### src/rtl/seq_pattern_gen_if.sv
// Serial pattern generator control/data bundle.
// The requester drives the master side; the generator uses the slave side.
interface seq_pattern_gen_if #(
  parameter int unsigned PAT_W = 4,
  parameter int unsigned CNT_W = 8
);
  logic             start;
  logic             abort;
  logic [PAT_W-1:0] pattern;
  logic [CNT_W-1:0] rep_cnt;
  logic [CNT_W-1:0] gap_len;
  logic             dout;
  logic             dout_valid;
  logic             busy;
  logic             done;

  modport master (
    output start, abort, pattern, rep_cnt, gap_len,
    input  dout, dout_valid, busy, done
  );

  modport slave (
    input  start, abort, pattern, rep_cnt, gap_len,
    output dout, dout_valid, busy, done
  );
endinterface

### src/rtl/seq_pattern_gen.sv
// Serial bit-pattern transmitter: shifts a captured pattern out MSB-first
// for a programmable number of repetitions, with optional idle gaps between them.
module seq_pattern_gen #(
  parameter int unsigned PAT_W = 4,
  parameter int unsigned CNT_W = 8
) (
  input  logic            clk,
  input  logic            reset,
  seq_pattern_gen_if.slave bus
);

  localparam int unsigned IDX_W = (PAT_W > 1) ? $clog2(PAT_W) : 1;
  localparam logic [IDX_W-1:0] MSB_IDX = IDX_W'(PAT_W - 1);

  typedef enum logic [1:0] {
    S_IDLE  = 2'd0,
    S_SHIFT = 2'd1,
    S_GAP   = 2'd2,
    S_DONE  = 2'd3
  } state_t;

  state_t           state_q, state_d;
  logic [PAT_W-1:0] pat_q, pat_d;
  logic [CNT_W-1:0] rep_q, rep_d;
  logic [CNT_W-1:0] gap_q, gap_d;
  logic [CNT_W-1:0] gcnt_q, gcnt_d;
  logic [IDX_W-1:0] idx_q, idx_d;
  logic             dout_q, dout_d;
  logic             valid_q, valid_d;
  logic             busy_q, busy_d;
  logic             done_q, done_d;

  // Next-state and next-output logic; outputs are the registered copies.
  always_comb begin
    state_d = state_q;
    pat_d   = pat_q;
    rep_d   = rep_q;
    gap_d   = gap_q;
    gcnt_d  = gcnt_q;
    idx_d   = idx_q;
    dout_d  = 1'b0;
    valid_d = 1'b0;
    busy_d  = 1'b1;
    done_d  = 1'b0;

    case (state_q)
      S_IDLE: begin
        busy_d = 1'b0;
        if (bus.start && !bus.abort) begin
          pat_d  = bus.pattern;
          rep_d  = bus.rep_cnt;
          gap_d  = bus.gap_len;
          busy_d = 1'b1;
          if (bus.rep_cnt != '0) begin
            state_d = S_SHIFT;
            idx_d   = MSB_IDX;
            dout_d  = bus.pattern[PAT_W-1];
            valid_d = 1'b1;
          end else begin
            state_d = S_DONE;
            done_d  = 1'b1;
          end
        end
      end

      S_SHIFT: begin
        if (bus.abort) begin
          state_d = S_IDLE;
          busy_d  = 1'b0;
        end else if (idx_q != '0) begin
          idx_d   = idx_q - IDX_W'(1);
          dout_d  = pat_q[idx_d];
          valid_d = 1'b1;
        end else begin
          // LSB just went out: one repetition complete.
          rep_d = rep_q - CNT_W'(1);
          if (rep_q == CNT_W'(1)) begin
            state_d = S_DONE;
            done_d  = 1'b1;
          end else if (gap_q != '0) begin
            state_d = S_GAP;
            gcnt_d  = gap_q;
          end else begin
            idx_d   = MSB_IDX;
            dout_d  = pat_q[PAT_W-1];
            valid_d = 1'b1;
          end
        end
      end

      S_GAP: begin
        // gcnt_q holds the gap cycles remaining, including the current one.
        if (bus.abort) begin
          state_d = S_IDLE;
          busy_d  = 1'b0;
        end else if (gcnt_q == CNT_W'(1)) begin
          state_d = S_SHIFT;
          gcnt_d  = '0;
          idx_d   = MSB_IDX;
          dout_d  = pat_q[PAT_W-1];
          valid_d = 1'b1;
        end else begin
          gcnt_d = gcnt_q - CNT_W'(1);
        end
      end

      S_DONE: begin
        state_d = S_IDLE;
        busy_d  = 1'b0;
      end

      default: begin
        state_d = S_IDLE;
        busy_d  = 1'b0;
      end
    endcase
  end

  always_ff @(posedge clk or negedge reset) begin
    if (!reset) begin
      state_q <= S_IDLE;
      pat_q   <= '0;
      rep_q   <= '0;
      gap_q   <= '0;
      gcnt_q  <= '0;
      idx_q   <= '0;
      dout_q  <= 1'b0;
      valid_q <= 1'b0;
      busy_q  <= 1'b0;
      done_q  <= 1'b0;
    end else begin
      state_q <= state_d;
      pat_q   <= pat_d;
      rep_q   <= rep_d;
      gap_q   <= gap_d;
      gcnt_q  <= gcnt_d;
      idx_q   <= idx_d;
      dout_q  <= dout_d;
      valid_q <= valid_d;
      busy_q  <= busy_d;
      done_q  <= done_d;
    end
  end

  assign bus.dout       = dout_q;
  assign bus.dout_valid = valid_q;
  assign bus.busy       = busy_q;
  assign bus.done       = done_q;

endmodule

### src/flat_wrapper.sv
// flat-port wrapper written by rule: the top's interface ports become plain ports
module seq_pattern_gen_flat 
#(
  parameter int unsigned PAT_W = 4,
  parameter int unsigned CNT_W = 8
)
  (clk, reset, bus_start, bus_abort, bus_pattern, bus_rep_cnt, bus_gap_len, bus_dout, bus_dout_valid, bus_busy, bus_done);
  seq_pattern_gen_if #(.PAT_W(PAT_W), .CNT_W(CNT_W)) bus_i ();
  input  logic clk;
  input  logic reset;
  input wire logic [$bits(bus_i.start)-1:0] bus_start;
  input wire logic [$bits(bus_i.abort)-1:0] bus_abort;
  input wire logic [$bits(bus_i.pattern)-1:0] bus_pattern;
  input wire logic [$bits(bus_i.rep_cnt)-1:0] bus_rep_cnt;
  input wire logic [$bits(bus_i.gap_len)-1:0] bus_gap_len;
  output wire logic [$bits(bus_i.dout)-1:0] bus_dout;
  output wire logic [$bits(bus_i.dout_valid)-1:0] bus_dout_valid;
  output wire logic [$bits(bus_i.busy)-1:0] bus_busy;
  output wire logic [$bits(bus_i.done)-1:0] bus_done;
  assign bus_i.start = bus_start;
  assign bus_i.abort = bus_abort;
  assign bus_i.pattern = bus_pattern;
  assign bus_i.rep_cnt = bus_rep_cnt;
  assign bus_i.gap_len = bus_gap_len;
  assign bus_dout = bus_i.dout;
  assign bus_dout_valid = bus_i.dout_valid;
  assign bus_busy = bus_i.busy;
  assign bus_done = bus_i.done;
  seq_pattern_gen #(.PAT_W(PAT_W), .CNT_W(CNT_W)) u_core (.clk(clk), .reset(reset), .bus(bus_i));
endmodule
### config.mk
export PLATFORM = sky130hd
export DESIGN_NAME = seq_pattern_gen_flat
export DESIGN_NICKNAME = d
export VERILOG_FILES = /design/src/rtl/seq_pattern_gen_if.sv /design/src/rtl/seq_pattern_gen.sv /design/src/flat_wrapper.sv
export SDC_FILE = /design/constraint.sdc
export NUM_CORES = 1
export LEC_CHECK = 0
export CORE_MARGIN = 2
export CORE_UTILIZATION = 50
export CTS_CLUSTER_SIZE = 28
export DETAILED_ROUTE_END_ITERATION = 8
export GPL_TIMING_DRIVEN = 1
export HOLD_SLACK_MARGIN = 0.06
export PLACE_DENSITY = 0.76
export SETUP_SLACK_MARGIN = 0.3
export SLEW_MARGIN = 30
export SYNTH_ARGS = -nofsm -noshare
export SYNTH_HDL_FRONTEND = slang
export SYNTH_SLANG_ARGS = --single-unit
### constraint.sdc
create_clock -name clk -period 2 [get_ports clk]
set_input_delay 0.3 -clock clk [delete_from_list [all_inputs] [get_ports clk]]
set_output_delay 0.3 -clock clk [all_outputs]
set_load 0.05 [all_outputs]
==> run summary <==
For this run, the number of standard cells in the final layout without fillers is 339. The most used flip-flop cell after synthesis is sky130_fd_sc_hd__dfrtp_1. The cell area power density is 1640 mW/mm^2, and the flip-flop and latch count after synthesis is 36. The clock tree synthesis step divided the H-tree into 2 levels.

The clock transition time at the flip-flop clock pins of the worst setup and hold paths is 0.08 ns, and the final weighted congestion in routability-driven placement is 0.872. The count of endpoints failing setup in the final report is 0, and the later-pin clock latency in the skew report is 0.30 ns. The worst register-to-register path has a setup slack of 0.05 ns. The number of violations reported at the end of detailed-routing iteration 0 is 260, and the number of clock sinks is 36.

The area growth from synthesis to layout came out at 48.0%. Headroom to the max-slew limit came out at 45.6%. The max-slew violation count is 0, and the number of nets produced by synthesis is 259. TritonCTS built the clock tree.

The run gives 1.37 nW as the leakage dissipation. For this run, design rule violations remaining after detail routing come to 0. The count of buffers added on input and output ports is 27. Setup repair after global routing could not meet its margin everywhere.

The core region is 0.00409 mm^2. From bottom edge to top edge, the die measures 69.8 um. Based on the critical path, the design can be clocked at up to 514 MHz. The biggest cell delay along the critical path was 0.40 ns. Biggest area consumer among synthesized cells: sky130_fd_sc_hd__dfrtp_1. Subtracting the final worst setup slack from the clock period gives 1.95 ns. Once placement completed, the tool counted placed cells totaling 311. Entering global routing, the biggest net connects 37 pins.

The wire-length estimate of the detail-placed layout is 3740 um. The clock passes through at most 2 buffers. The hold violation count in the final report came out at 0.

The portion of total power attributed to sequential cells is 28.7%. For the initial antenna violation count, the log shows 0. The clock network accounts for 17.4% of the total power. The net switching fraction of the power works out to 40.8%.

By count the netlist is led by sky130_fd_sc_hd__dfrtp_1, sky130_fd_sc_hd__nand2_1, sky130_fd_sc_hd__nor2_1. Synthesis instantiated 54 different standard cells from the library. The critical path goes through inv_2 -> ha_4 -> or3b_4 -> o21ai_4 -> buf_6 -> o2111ai_4 -> o21ai_2 -> a21bo_1. On the final layout, the worst clock skew is 0.00415 ns. The final route contains 2168 vias. The number of diodes added for antenna fixing was 0; the Yosys warning count was 0.

The first global-routing pass estimated 9320 um of wire. The synthesized area per cell came out at 9.57 um^2. The synthesized netlist cell count came out at 226. The post-route total power is 5.25 mW, and the number of buffers created by CTS is 5. Data arrives at the worst endpoint at 2.14 ns. By area the synthesized netlist is led by sky130_fd_sc_hd__dfrtp_1, sky130_fd_sc_hd__ha_1, sky130_fd_sc_hd__mux2_2. The actual slew at the worst max-slew pin is 0.816 ns.

Number of I/O pins: 28. The worst path uses 97.3% of the clock period. After detailed routing, the average wire length per cell comes to 19.7 um.

For this run, the detailed router's first-pass iteration total came to 5. The worst-case IR drop observed on VDD is 1.06 mV. The logic gate share of total power is 53.9%.

The net switching power figure is 2.14 mW. The fraction of layout cells with a size suffix above 1 was 37.7%; the portion of synthesized cell area occupied by the leading cell type was 41.7%. Wires add up to 6690 um. The detail route stage leaves a number of antenna-violating nets equal to 0. The share of synthesized flip-flops with an asynchronous set or reset came out at 100%. Along the worst path, the maximum fanout reaches 3. The routed via count divided by cell count works out to 6.40. Summed over all layers, the global routing overflow is 0. By instance count, the leading cell after synthesis is sky130_fd_sc_hd__dfrtp_1.

Across every metal layer, demand over resource in global routing totals 24.3%. The synthesized netlist occupies a cell area of 0.00216 mm^2. STA classifies the critical path startpoint as a flop.

The die covers 0.00487 mm^2. The fraction of the yosys area taken by sequential cells is 41.7%, and the count of flip-flops with a built-in enable after synthesis is 0. The count of max-cap constraint violations is 0.

The sort of element at the end of the critical path was a flop. In this run the clock root is driven by a sky130_fd_sc_hd__clkbuf_8. The worst min-delay path category is in2async. The number of global-route vias before repair was 1965. The die boundary width was 69.8 um.

The internal portion of the total power is 3.11 mW. For the critical path required time, the log shows 2.19 ns. The worst reg-to-reg path cell count was 8. Row generation in the floorplan step produced 23 rows. The critical path start-end classification was reg2reg. On the critical path, the stage with the largest delay is an instance of sky130_fd_sc_hd__dfrtp_1.

The run finished with clean final reports. The final-stage net count is 321. The effective utilization at floorplan is 52.9%.
## state kept, by name, summed over array words and instances, names as in the netlist
| signal | cells |
|---|---|
| u_core.bus.dout | 1 |
| u_core.bus.dout_valid | 1 |
| u_core.bus.done | 1 |
| u_core.gap_q | 8 |
| u_core.gcnt_q | 8 |
| u_core.bus.busy | 1 |
| u_core.state_q | 2 |
| u_core.rep_q | 8 |
| u_core.idx_q | 2 |
| u_core.pat_q | 4 |
## metrics by stage
stage | cell area (um^2) | setup slack [ns] | utilization, % | setup TNS, ns | hold slack [ns]
2_1_floorplan | 2240 | 0.120 | - | 0 | 0.00441
3_3_place_gp | 2640 | 0.0205 | 64.6 | 0 | 0.442
3_5_place_dp | 2640 | -0.0226 | 64.6 | -0.0292 | 0.440
4_1_cts | 3000 | 0.0973 | 73.5 | 0 | 0.119
5_1_grt | 3200 | -0.0541 | 78.3 | -0.0831 | 0.158
6_report | 3200 | 0.0538 | 78.3 | 0 | 0.0893
## power groups by stage
stage	Clock, mW	Combinational, mW	Sequential, mW
2_1_floorplan	0	1.44	1.41
3_3_place_gp	0	2.04	1.37
3_5_place_dp	0	2.09	1.39
4_1_cts	0.915	2.38	1.41
5_1_grt	0.953	3.00	1.53
6_report	0.914	2.83	1.51
## placed cells by master, fill, tap and decap left out, types with 6 or more instances in the layout
master | synthesis | layout
sky130_fd_sc_hd__nand2_1 | 19 | 17
sky130_fd_sc_hd__inv_2 | 1 | 6
sky130_fd_sc_hd__a21oi_1 | 11 | 8
sky130_fd_sc_hd__inv_1 | 13 | 8
sky130_fd_sc_hd__nor2_1 | 17 | 15
sky130_fd_sc_hd__dfrtp_1 | 36 | 36
sky130_fd_sc_hd__clkdlybuf4s50_1 | 0 | 22
sky130_fd_sc_hd__a22o_1 | 6 | 6
sky130_fd_sc_hd__mux2_2 | 10 | 10
sky130_fd_sc_hd__buf_4 | 1 | 34
sky130_fd_sc_hd__o21ai_0 | 12 | 7
sky130_fd_sc_hd__o21ai_1 | 6 | 8
## logic make-up after synthesis
kind of cell               Yosys count  share of synthesized area [%]
adders and majority gates            9                           5.21
buffers and inverters               27                           5.44
AOI/OAI and AO/OA                   60                           20.2
DFF                                 36                           41.7
and+or+nand+nor                     78                           19.4
muxes                               16                           8.04
## layout make-up
type / count / area (um^2)
Timing Repair Buffer: 67 / 596
Multi-Input combinational cell: 163 / 1420
Clock inverter: 3 / 90.1
Clock buffer: 5 / 68.8
Inverter: 15 / 60.1
Tap cell: 50 / 62.6
Sequential cell: 36 / 901
Fill cell: 244 / 887
## worst max-delay path: cells and delay by family, from the launching register on
kind / cells / cell delay, ns
simple gates: 1 / 0.40
fa+ha+maj: 1 / 0.14
buf+inv: 2 / 0.24
flops: 1 / 0.40
compound gates: 4 / 0.66
## worst paths after layout
check                             endpoint             start
setup / recovery           u_core.idx_q[0]  u_core.gcnt_q[1]
hold / removal             u_core.rep_q[3]             reset
setup reg to reg           u_core.idx_q[0]  u_core.gcnt_q[1]
hold reg to reg            u_core.pat_q[2]   u_core.pat_q[2]
max in group asynchronous  u_core.gap_q[2]             reset
min in group clk           u_core.pat_q[2]   u_core.pat_q[2]
## metal layers
metal	up-vias	routed length, um	GRT usage [%]
li1	950	-	-
met1	1066	2690	31.3
met2	119	3310	38.9
met3	33	456	5.81
met4	0	227	10.5
met5	-	0	0
## repair_timing
item,CTS,global route
cloned,1,0
pin swaps,10,16
setup endpoints to repair,24,22
setup buffers,13,6
resized for setup,25,37
hold buffers,0,0
No activity file was read; power rests on OpenSTA's default activity.
